`src/rtl/deser_queue_ctrl_if.sv`:
```
// Bundle of the producer, consumer and queue-side signals of deser_queue_ctrl.
// The slave modport is the controller's view. The master modport is the environment's view:
// deserializer, byte queue and output stage together.
interface deser_queue_ctrl_if #(
    parameter int CNT_W = 4
);
    logic [7:0]       data_in;
    logic             data_valid_in;
    logic             ack_out;
    logic             deq_req_in;
    logic [7:0]       data_out;
    logic             data_valid_out;
    logic [7:0]       q_data_out;
    logic             q_enq_out;
    logic             q_deq_out;
    logic [7:0]       q_data_in;
    logic [CNT_W-1:0] q_len_in;
    logic [CNT_W-1:0] count_out;
    logic             err_out;

    modport master (
        output data_in, data_valid_in, deq_req_in, q_data_in, q_len_in,
        input  ack_out, data_out, data_valid_out, q_data_out, q_enq_out, q_deq_out,
               count_out, err_out
    );

    modport slave (
        input  data_in, data_valid_in, deq_req_in, q_data_in, q_len_in,
        output ack_out, data_out, data_valid_out, q_data_out, q_enq_out, q_deq_out,
               count_out, err_out
    );
endinterface

```
`src/rtl/deser_queue_ctrl.sv`:
```
// deser_queue_ctrl: sequencer/arbiter between the deserializer, an 8-entry byte queue and
// the byte consumer. It issues one enq or deq pulse at a time and tracks occupancy privately.
// Optional feature macro: FAIR_RR_EN (round-robin arbitration on conflict; default ENQ wins).

// Runtime properties of the controller outputs.
module deser_queue_ctrl_chk #(
    parameter int DEPTH = 8,
    parameter int CNT_W = 4
) (
    input logic             clk,
    input logic             rst,
    input logic             enq,
    input logic             deq,
    input logic             ack,
    input logic [CNT_W-1:0] count
);
    localparam logic [CNT_W-1:0] DEPTH_C = CNT_W'(DEPTH);

    // A simultaneous enq and deq would lose the queue's length update.
    a_no_enq_deq: assert property (@(posedge clk) disable iff (rst) !(enq && deq));
    // Occupancy can never exceed the queue capacity.
    a_count_max: assert property (@(posedge clk) disable iff (rst) count <= DEPTH_C);
    // The producer is acknowledged exactly when a byte is written to the queue.
    a_ack_is_enq: assert property (@(posedge clk) disable iff (rst) ack == enq);
endmodule

module deser_queue_ctrl #(
    parameter int DEPTH = 8,
    parameter int CNT_W = 4
) (
    input logic              clock_10,
    input logic              reset,
    deser_queue_ctrl_if.slave bus
);
    typedef enum logic [1:0] {
        ST_IDLE = 2'd0,
        ST_ENQ  = 2'd1,
        ST_DEQ  = 2'd2,
        ST_WAIT = 2'd3
    } state_t;

    localparam logic [CNT_W-1:0] DEPTH_C = CNT_W'(DEPTH);
    localparam logic [CNT_W-1:0] ZERO_C  = CNT_W'(0);
    localparam logic [CNT_W-1:0] ONE_C   = CNT_W'(1);
`ifdef FAIR_RR_EN
    localparam logic RR_EN = 1'b1;
`else
    localparam logic RR_EN = 1'b0;
`endif
    // last_grant encoding: 1 = ENQ was granted last, 0 = DEQ was granted last
    localparam logic GRANT_ENQ = 1'b1;
    localparam logic GRANT_DEQ = 1'b0;

    state_t           state_r, state_s;
    logic [CNT_W-1:0] count_r, count_s;
    logic             last_grant_r, last_grant_s;
    logic             ack_r, ack_s;
    logic             enq_r, enq_s;
    logic             deq_r, deq_s;
    logic [7:0]       q_data_r, q_data_s;
    logic [7:0]       data_out_r, data_out_s;
    logic             dv_r, dv_s;
    logic             err_r, err_s;
    logic             can_enq_s, can_deq_s, grant_enq_s;

    // Request qualification and conflict resolution for the IDLE decision.
    always_comb begin
        can_enq_s = bus.data_valid_in && (count_r < DEPTH_C);
        can_deq_s = bus.deq_req_in && (count_r != ZERO_C);
        if (can_enq_s && can_deq_s) begin
            grant_enq_s = RR_EN ? (last_grant_r == GRANT_DEQ) : 1'b1;
        end else begin
            grant_enq_s = can_enq_s;
        end
    end

    // Next-state and next-output logic; every output is computed here and registered below.
    always_comb begin
        state_s      = state_r;
        count_s      = count_r;
        last_grant_s = last_grant_r;
        ack_s        = 1'b0;
        enq_s        = 1'b0;
        deq_s        = 1'b0;
        q_data_s     = q_data_r;
        data_out_s   = data_out_r;
        dv_s         = 1'b0;
        err_s        = err_r;
        case (state_r)
            ST_IDLE: begin
                // The queue's len has settled only while idle.
                err_s = err_r | (bus.q_len_in != count_r);
                if (grant_enq_s) begin
                    state_s      = ST_ENQ;
                    q_data_s     = bus.data_in;
                    enq_s        = 1'b1;
                    ack_s        = 1'b1;
                    count_s      = count_r + ONE_C;
                    last_grant_s = GRANT_ENQ;
                end else if (can_deq_s) begin
                    state_s      = ST_DEQ;
                    deq_s        = 1'b1;
                    count_s      = count_r - ONE_C;
                    last_grant_s = GRANT_DEQ;
                end else begin
                    state_s = ST_IDLE;
                end
            end
            ST_ENQ: begin
                state_s = ST_IDLE;
            end
            ST_DEQ: begin
                state_s = ST_WAIT;
            end
            ST_WAIT: begin
                // The queue registered the byte at the end of DEQ.
                data_out_s = bus.q_data_in;
                dv_s       = 1'b1;
                state_s    = ST_IDLE;
            end
            default: begin
                state_s = ST_IDLE;
            end
        endcase
    end

    // State, occupancy and output registers; reset aborts any operation in flight.
    always_ff @(posedge clock_10 or posedge reset) begin
        if (reset) begin
            state_r      <= ST_IDLE;
            count_r      <= ZERO_C;
            last_grant_r <= GRANT_DEQ;
            ack_r        <= 1'b0;
            enq_r        <= 1'b0;
            deq_r        <= 1'b0;
            q_data_r     <= 8'h00;
            data_out_r   <= 8'h00;
            dv_r         <= 1'b0;
            err_r        <= 1'b0;
        end else begin
            state_r      <= state_s;
            count_r      <= count_s;
            last_grant_r <= last_grant_s;
            ack_r        <= ack_s;
            enq_r        <= enq_s;
            deq_r        <= deq_s;
            q_data_r     <= q_data_s;
            data_out_r   <= data_out_s;
            dv_r         <= dv_s;
            err_r        <= err_s;
        end
    end

    assign bus.ack_out        = ack_r;
    assign bus.q_enq_out      = enq_r;
    assign bus.q_deq_out      = deq_r;
    assign bus.q_data_out     = q_data_r;
    assign bus.data_out       = data_out_r;
    assign bus.data_valid_out = dv_r;
    assign bus.count_out      = count_r;
    assign bus.err_out        = err_r;

    deser_queue_ctrl_chk #(
        .DEPTH (DEPTH),
        .CNT_W (CNT_W)
    ) u_chk (
        .clk   (clock_10),
        .rst   (reset),
        .enq   (enq_r),
        .deq   (deq_r),
        .ack   (ack_r),
        .count (count_r)
    );
endmodule
```
`src/flat_wrapper.sv`:
```
// flat-port wrapper written by rule: the top's interface ports become plain ports
module deser_queue_ctrl_flat 
#(
    parameter int DEPTH = 8,
    parameter int CNT_W = 4
)
  (clock_10, reset, bus_data_in, bus_data_valid_in, bus_deq_req_in, bus_q_data_in, bus_q_len_in, bus_ack_out, bus_data_out, bus_data_valid_out, bus_q_data_out, bus_q_enq_out, bus_q_deq_out, bus_count_out, bus_err_out);
  deser_queue_ctrl_if #(.CNT_W(CNT_W)) bus_i ();
  input logic clock_10;
  input logic reset;
  input wire logic [$bits(bus_i.data_in)-1:0] bus_data_in;
  input wire logic [$bits(bus_i.data_valid_in)-1:0] bus_data_valid_in;
  input wire logic [$bits(bus_i.deq_req_in)-1:0] bus_deq_req_in;
  input wire logic [$bits(bus_i.q_data_in)-1:0] bus_q_data_in;
  input wire logic [$bits(bus_i.q_len_in)-1:0] bus_q_len_in;
  output wire logic [$bits(bus_i.ack_out)-1:0] bus_ack_out;
  output wire logic [$bits(bus_i.data_out)-1:0] bus_data_out;
  output wire logic [$bits(bus_i.data_valid_out)-1:0] bus_data_valid_out;
  output wire logic [$bits(bus_i.q_data_out)-1:0] bus_q_data_out;
  output wire logic [$bits(bus_i.q_enq_out)-1:0] bus_q_enq_out;
  output wire logic [$bits(bus_i.q_deq_out)-1:0] bus_q_deq_out;
  output wire logic [$bits(bus_i.count_out)-1:0] bus_count_out;
  output wire logic [$bits(bus_i.err_out)-1:0] bus_err_out;
  assign bus_i.data_in = bus_data_in;
  assign bus_i.data_valid_in = bus_data_valid_in;
  assign bus_i.deq_req_in = bus_deq_req_in;
  assign bus_i.q_data_in = bus_q_data_in;
  assign bus_i.q_len_in = bus_q_len_in;
  assign bus_ack_out = bus_i.ack_out;
  assign bus_data_out = bus_i.data_out;
  assign bus_data_valid_out = bus_i.data_valid_out;
  assign bus_q_data_out = bus_i.q_data_out;
  assign bus_q_enq_out = bus_i.q_enq_out;
  assign bus_q_deq_out = bus_i.q_deq_out;
  assign bus_count_out = bus_i.count_out;
  assign bus_err_out = bus_i.err_out;
  deser_queue_ctrl #(.DEPTH(DEPTH), .CNT_W(CNT_W)) u_core (.clock_10(clock_10), .reset(reset), .bus(bus_i));
endmodule
```
`config.mk`:
```
export PLATFORM = sky130hd
export DESIGN_NAME = deser_queue_ctrl_flat
export DESIGN_NICKNAME = d
export VERILOG_FILES = /design/src/rtl/deser_queue_ctrl_if.sv /design/src/rtl/deser_queue_ctrl.sv /design/src/flat_wrapper.sv
export SDC_FILE = /design/constraint.sdc
export NUM_CORES = 1
export LEC_CHECK = 0
export BUFFER_PORTS_ARGS = -buffer_cell sky130_fd_sc_hd__buf_2
export CORE_MARGIN = 2
export CORE_UTILIZATION = 43
export CTS_BUF_LIST = sky130_fd_sc_hd__clkbuf_2
export CTS_CLUSTER_DIAMETER = 80
export DETAILED_ROUTE_END_ITERATION = 8
export PLACE_DENSITY = 0.85
export SKIP_CTS_REPAIR_TIMING = 1
export SYNTH_ARGS = -nofsm -noshare
export SYNTH_HDL_FRONTEND = slang
export SYNTH_SLANG_ARGS = --single-unit
```
`constraint.sdc`:
```
create_clock -name clock_10 -period 1.37 [get_ports clock_10]
set_input_delay 0.0685 -clock clock_10 [delete_from_list [all_inputs] [get_ports clock_10]]
set_output_delay 0.0685 -clock clock_10 [all_outputs]
set_load 0.1 [all_outputs]
```
==> metrics.cfg, run 1 <==
[run_status]
status = complete, but fails checks
violations = setup timing

[sta]
period_minus_slack_ps = 1540
worst_slew_pin_slew_ps = 500
max_slew_margin_pct = 66.9
slew_viol_final = 0
grt_setup_unrepaired = yes
hold_viol_final = 0
fmax_ghz = 0.649
fin_ws_ps = -170
period_share_pct = 112
finalClockSkew_ps = 12.6
finalSetupViolCount = 4

[critical_path]
critPathTopFamily = flip-flops
path_class = flip-flop to flip-flop
endpoint_kind = flip-flop
cp_max_fo = 2
critPathLaunchType = flip-flop
reg2reg_depth = 7
arrival_ps = 1800
max_stage_delay_ps = 540
cp.depth = 7
path_buf_inv = 0
crit_required_ps = 1630
cp_cell_sequence = nor2b_4 -> xnor2_2 -> ha_4 -> nor2_2 -> mux2i_1 -> a21o_1 -> a22o_1
cp_slowest_cell = dfrtp_4

[global_route]
grt_pass1_vias = 865
grt_max_degree = 17
antenna_found_initial = 0
grtUsageMet3_pct = 2.42
grtUsageMet2_pct = 30.8
grt_util_all_layers_pct = 16.7
met1_usage_pct = 19.6
busiest_layer = met2
grt_overflow_total = 0
grt_pass1_wl_microns = 3600

[clock_tree]
worstSkewPairLatency_ps = 340
clkTransAtPathRegs_ps = 240
root_buffer = clkbuf_2
numCtsBuffers = 3
cts_htree_levels = 1
cts.sinks = 26
clock_path_buffers = 2
cts_tree = yes

[placement]
place_congestion = 0.797
place_area_sq_mm = 0.00150
numPortBuffers = 48
dp_hpwl_microns = 2010

[synth]
syn_avg_cell_area_sq_um = 11.4
synth_top_family_by_area = simple AND/OR/NAND/NOR gates
synth_nets = 123
synth_seq_cells = 26
synth_compound_area_share_pct = 6.03
ys_async_sr_fraction_pct = 100
ys.flop_type = dfrtp_1
synth_fa_ha_area_share_pct = 1.12
synth-simple-area-share_pct = 15.4
synth_mux_area_share_pct = 10.3
yosysUniqueCellTypes = 29
synth_warnings = 0
synth_xor_area_share_pct = 4.69
syn_area_sq_mm = 0.00112
synth_edf_count = 0
syn_inst = 98
synth.yosys.seq_area_share_pct = 58.1

[route]
via_count = 1012
drt-total-wl_microns = 2960
route.detailed.drc = 0
wl_per_cell_microns = 14.4
drtIter0Drc = 6
ant_nets = 0
via_per_inst = 4.91
dr.pass1.iters = 4

[cells_and_area]
n_antenna_cell = 0
fillers = 174
syn2layout_area_growth_pct = 57.8
multi_input_area_sq_um = 469
post-route-cell-area_sq_mm = 0.00177
ff_latch_area_sq_um = 664
final_cell_mix = buf_2, nand2_1, dfrtp_1
final_common_cell = buf_2
fin_nets = 202
layout-drive-gt1-share_pct = 50.0

[floorplan]
io-pin-count = 49
die_w_microns = 55.0
die_area_sq_mm = 0.00303
core_area_sq_mm = 0.00248
row_count = 18
fp.dieH_microns = 55.0
initial_utilization_pct = 45.2

[hold_path]
hold_path_class = primary input to flip-flop
hold_depth = 4

[run]
drv_cap = 0

[metal layers]
layer	wire length (microns)	up-vias
met3	127	6
met2	1680	36
met4	66	0
met1	1090	497
li1	-	473
met5	0	-
[synth_stat cells (all sizes together), types with 2 or more instances]
library cell	instances	area (sq um)
a21o	2	15.0
buf	4	31.3
dfrtp	26	651
inv	4	17.5
mux2	9	105
nand2	29	111
nor2	4	17.5
nor2b	2	20.0
o21ai	2	13.8
xnor2	5	43.8
[cell type report]
type                       count  share of cell area (%)
inverter                       4                    1.13
tap                           30                    2.12
timing repair buffer          78                    31.5
clock buffer                   3                   0.850
clock inverter                 1                   0.212
sequential                    26                    37.6
multi-input combinational     64                    26.6
[sequential cells by signal, summed over array words and instances (netlist names)]
| name | count |
|---|---|
| u_core.bus.count_out | 4 |
| u_core.bus.q_data_out | 8 |
| u_core.bus.data_out | 8 |
| u_core.bus.ack_out | 1 |
| u_core.state_r | 2 |
| u_core.bus.err_out | 1 |
| u_core.bus.data_valid_out | 1 |
| u_core.bus.q_deq_out | 1 |
[cells by family (layout without fill, tap and decap cells)]
kind of cell,count (synthesis),after routing
AND/OR/NAND/NOR,38,38
AO/OA/AOI/OAI,9,9
adder cells (fa/ha/maj),1,1
multiplexers,10,10
buffers and inverters,8,86
XOR/XNOR,6,6
flip-flops,26,26
[through the flow]
stage                     worst slack (ps)  cells  hold slack [ps]  setup TNS [ps]  utilization (%)
after floorplan                       -334     98              108            -632                -
after global placement                -107    182             52.7            -107             60.4
after detailed placement              -192    182             73.5            -235             60.4
after CTS                             -238    186             -343            -505             61.1
after global routing                  -217    206             17.5            -717             71.3
final                                 -170    206             56.6            -495             71.3
[tightest hold or removal path, stage by stage]
cell and delay, ps:
buf_2 90, xnor2_1 60, nand4_1 60, a21o_1 120
[final timing paths]
path,start,slack [ps],to
max,u_core.bus.count_out[3]$_DFFE_PP0P_,-170,u_core.bus.count_out[2]$_DFFE_PP0P_
min,bus_q_len_in[1],60,u_core.bus.err_out$_DFFE_PP0P_
max reg2reg,u_core.bus.count_out[3]$_DFFE_PP0P_,-170,u_core.bus.count_out[2]$_DFFE_PP0P_
min reg2reg,u_core.bus.q_data_out[1]$_DFFE_PP0P_,510,u_core.bus.q_data_out[1]$_DFFE_PP0P_
max in group asynchronous,reset,570,u_core.bus.count_out[2]$_DFFE_PP0P_
min in group asynchronous,reset,200,u_core.bus.data_valid_out$_DFF_PP0_
Power of run 1 is not shown: default switching activity piles up to over one toggle a cycle in this logic, so the estimate is an artifact.
==> inputs of run 2 (changes only) <==
Settings changed: CTS_CLUSTER_DIAMETER 80 to 50, GPL_ROUTABILITY_DRIVEN from default to 1, RECOVER_POWER from default to 50.
==> run 2 against run 1 <==
  * The run still ends with setup timing left
  * Sequential share of layout area up 0.16 points
  * Non-clock buffer count is the same
  * Routed wire length up 0.37%
  * Flip-flop and latch count stayed put
  * First-iteration DRC count rose by 17%
  * Utilization shrank 0.30 points
  * Critical path depth unchanged
  * Design area decreased by 0.42%
  * Count of clock-buffer cells in the layout is the same
  * Register-to-register slack about the same
  * Worst hold slack hardly changed
  * Critical path type unchanged
==> metrics.cfg, run 2 (synthesis gave the netlist of run 1 again) <==
[hold_path]
hold_depth = 4
hold_path_class = primary input to flip-flop
min_to = u_core.bus.err_out$_DFFE_PP0P_
hp-start = bus_q_len_in[1]

[route]
wl_met3_microns = 144
ant_nets = 0
drt-total-wl_microns = 2970
wl_per_cell_microns = 14.4
via_per_inst = 4.99
dr.pass1.iters = 4
via_count = 1028
drtIter0Drc = 7
route.met2.wl_microns = 1690
wirelength_met1_microns = 1070
routed.top_layer = met4
route.detailed.drc = 0

[critical_path]
crit_required_ps = 1630
regToRegEndpoint = u_core.bus.count_out[2]$_DFFE_PP0P_
endpoint_kind = flip-flop
reg2reg_depth = 7
cp_max_fo = 2
regToRegSetupSlack_ps = -170
r2r_start = u_core.bus.count_out[3]$_DFFE_PP0P_
critPathLaunchType = flip-flop
max_stage_delay_ps = 540
cp_slowest_cell = dfrtp_4
arrival_ps = 1800
cp_cell_sequence = nor2b_4 -> xnor2_2 -> ha_4 -> nor2_2 -> mux2i_1 -> a21o_1 -> a22o_1
path_class = flip-flop to flip-flop

[sta]
hold_viol_final = 0
finalClockSkew_ps = 13.3
slew_viol_final = 0
period_share_pct = 113
grt_setup_unrepaired = yes
fin_ws_ps = -173
worst_slew_pin_slew_ps = 500
max_slew_margin_pct = 66.9
finalSetupViolCount = 9
period_minus_slack_ps = 1540
fmax_ghz = 0.648

[global_route]
grt_overflow_total = 0
grt_pass1_vias = 865
antenna_found_initial = 0
grt_util_all_layers_pct = 16.7
grt_max_degree = 17
grt_pass1_wl_microns = 3600

[placement]
dp_slack_ps = -192
dp_hpwl_microns = 2010
numPortBuffers = 48
place_congestion = 0.797

[cells_and_area]
fin_nets = 202
final_common_cell = buf_2
layout-drive-gt1-share_pct = 49.4
n_antenna_cell = 0
syn2layout_area_growth_pct = 57.1
final_cell_mix = buf_2, nand2_1, dfrtp_1

[floorplan]
die_area_sq_mm = 0.00303
io-pin-count = 49
die_w_microns = 55.0
initial_utilization_pct = 45.2
fp.dieH_microns = 55.0
core_area_sq_mm = 0.00248
row_count = 18

[clock_tree]
worstSkewPairLatency_ps = 340
numCtsBuffers = 3
root_buffer = clkbuf_2
clkTransAtPathRegs_ps = 240
cts_tree = yes
cts_htree_levels = 1
cts.sinks = 26
clock_path_buffers = 2

[run_status]
status = complete, but fails checks
violations = setup timing

[run]
drv_cap = 0

run 2: critical path: cells and delay by family, from the launching register on:
kind | cells | cell delay (ps)
fa+ha+maj | 1 | 170
flops | 1 | 540
xor+xnor | 1 | 90
simple gates | 2 | 220
compound gates | 2 | 360
mux | 1 | 90
run 2: final cells by class:
| type | instances | area (sq um) |
|---|---|---|
| sequential | 26 | 664 |
| tap | 30 | 37.5 |
| clock inverter | 1 | 3.75 |
| fill | 176 | 718 |
| clock buffer | 3 | 15.0 |
| timing repair buffer | 78 | 552 |
| multi-input combinational | 64 | 467 |
| inverter | 4 | 20.0 |
run 2: worst max-delay path by stage:
stage                     slack [ps]                                start  cells past startpoint                                  end
after CTS                       -240  u_core.bus.count_out[3]$_DFFE_PP0P_                      7  u_core.bus.count_out[2]$_DFFE_PP0P_
after floorplan                 -330  u_core.bus.count_out[1]$_DFFE_PP0P_                      7  u_core.bus.count_out[2]$_DFFE_PP0P_
after global routing            -220  u_core.bus.count_out[3]$_DFFE_PP0P_                      7  u_core.bus.count_out[2]$_DFFE_PP0P_
final                           -170  u_core.bus.count_out[3]$_DFFE_PP0P_                      7  u_core.bus.count_out[2]$_DFFE_PP0P_
after detailed placement        -190  u_core.bus.count_out[3]$_DFFE_PP0P_                      7  u_core.bus.count_out[2]$_DFFE_PP0P_
after global placement          -110  u_core.bus.count_out[3]$_DFFE_PP0P_                      7  u_core.bus.count_out[2]$_DFFE_PP0P_
run 2: metal layers:
layer	track usage, %	vias up
li1	-	473
met5	0	-
met4	6.10	0
met2	30.8	40
met3	2.42	6
met1	19.6	509
run 2: metrics by stage:
step / instance area [sq um] / setup TNS [ps] / std cells / utilization [%] / hold slack, ps
4_1_cts: 1510 / -505 / 186 / 61.1 / -343
6_report: 1760 / -532 / 206 / 71.0 / 56.6
3_3_place_gp: 1500 / -107 / 182 / 60.4 / 52.7
5_1_grt: 1760 / -1000 / 206 / 71.0 / 17.5
2_1_floorplan: 1140 / -632 / 98 / - / 108
3_5_place_dp: 1500 / -235 / 182 / 60.4 / 73.5
Power of run 2 is left out for the same reason.
==> inputs of run 3 (changes only) <==
Settings changed: CORE_MARGIN 2 to default, HOLD_SLACK_MARGIN from default to 0.15.
==> run 3 against run 2 <==
  * The run ends with DRC, setup timing left
  * Count of clock-buffer cells in the layout increased by 1
  * Largest cell class unchanged
  * Utilization increased by 3.0 points
  * Critical path depth unchanged
==> metrics.cfg, run 3 (synthesis gave the netlist of run 1 again) <==
[floorplan]
fp.dieH_microns = 53.0
io-pin-count = 49
die_w_microns = 53.0
core_area_sq_mm = 0.00248
initial_utilization_pct = 45.2
die_area_sq_mm = 0.00281
row_count = 18

[clock_tree]
root_buffer = clkbuf_2
cts.sinks = 26
numCtsBuffers = 3
cts_htree_levels = 1
worstSkewPairLatency_ps = 360
clkTransAtPathRegs_ps = 230
cts_tree = yes
clock_path_buffers = 2

[sta]
slew_viol_final = 0
grt_setup_unrepaired = yes
period_share_pct = 114
fmax_ghz = 0.638
whs_ps = 344
fin_ws_ps = -198
max_slew_margin_pct = 59.3
finalClockSkew_ps = 5.13
finalSetupViolCount = 5
worst_slew_pin_slew_ps = 610
hold_viol_final = 0
period_minus_slack_ps = 1570

[placement]
dp_hpwl_microns = 1770
place_congestion = 0.807
numPortBuffers = 48

[cells_and_area]
ff_latch_area_sq_um = 664
n_antenna_cell = 0
fillers = 173
fin_nets = 209
multi_input_area_sq_um = 454
final_common_cell = buf_2
layout-drive-gt1-share_pct = 48.6
syn2layout_area_growth_pct = 63.8
final_cell_mix = buf_2, nand2_1, dlygate4sd3_1

[critical_path]
crit_required_ps = 1660
endpoint_kind = flip-flop
cp_max_fo = 2
arrival_ps = 1860
critPathLaunchType = flip-flop
path_class = flip-flop to flip-flop

[run_status]
status = complete, but fails checks
violations = DRC, setup timing

[global_route]
grt_pass1_wl_microns = 3420
grt_overflow_total = 0
grt_pass1_vias = 797
grt_max_degree = 27
grt_util_all_layers_pct = 17.2
antenna_found_initial = 0

[route]
drt-total-wl_microns = 2780
via_count = 1005
ant_nets = 0
route.detailed.drc = 2
via_per_inst = 4.72
drtIter0Drc = 22
dr.pass1.iters = 8
wl_per_cell_microns = 13.0

[run]
drv_cap = 0

[hold_path]
hold_path_class = primary input to flip-flop

-- run 3: cell types whose count changed in the layout (fill, tap and decap cells not counted), sizes merged --
| cell | before | now |
|---|---|---|
| dlygate4sd3 | 18 | 23 |
| buf | 58 | 60 |
| clkbuf | 5 | 6 |
| clkinv | 1 | 0 |
-- run 3: path summary, 6_finish.rpt --
check	startpoint	to	slack, ps	cells after the start
worst max register to register	u_core.bus.count_out[3]$_DFFE_PP0P_	u_core.bus.count_out[2]$_DFFE_PP0P_	-200	7
min in group asynchronous	reset	u_core.bus.q_deq_out$_DFF_PP0_	370	4
worst max-delay path	u_core.bus.count_out[3]$_DFFE_PP0P_	u_core.bus.count_out[2]$_DFFE_PP0P_	-200	7
max in group asynchronous	reset	u_core.bus.count_out[2]$_DFFE_PP0P_	560	4
worst min register to register	u_core.bus.err_out$_DFFE_PP0P_	u_core.bus.err_out$_DFFE_PP0P_	480	1
worst min-delay path	bus_data_valid_in	u_core.bus.count_out[1]$_DFFE_PP0P_	340	5
-- run 3: through the flow --
| stage | std cells | util [%] | area (sq um) | setup WS [ps] | TNS (ps) |
|---|---|---|---|---|---|
| 2_1_floorplan | 98 | - | 1140 | -334 | -632 |
| 3_3_place_gp | 184 | 61.0 | 1510 | -107 | -107 |
| 3_5_place_dp | 184 | 61.0 | 1510 | -170 | -212 |
| 4_1_cts | 188 | 61.8 | 1530 | -189 | -461 |
| 5_1_grt | 213 | 74.0 | 1830 | -256 | -1460 |
| 6_report | 213 | 74.0 | 1830 | -198 | -370 |
-- run 3: critical path: stages, from the launching register on --
cell     delay [ps]
dfrtp_4         540
nor2b_4         150
xnor2_2         120
ha_2            190
nor2_1           40
mux2i_1         190
nor2_1           70
a22o_1          180
-- run 3: final cells by class --
type,instances,share of cell area [%]
clock buffers,4,1.09
inverters,4,1.23
multi-input cells,64,24.8
flip-flops and latches,26,36.2
well taps,30,2.05
repair buffers,85,34.7
-- run 3: per-layer routing --
metal / part of all wire [%] / global-route usage (%)
met5: 0 / 0
met4: 2.1 / 6.58
met3: 5.9 / 3.45
met2: 51 / 30.8
met1: 41 / 20.0
Power of run 3 is left out for the same reason.
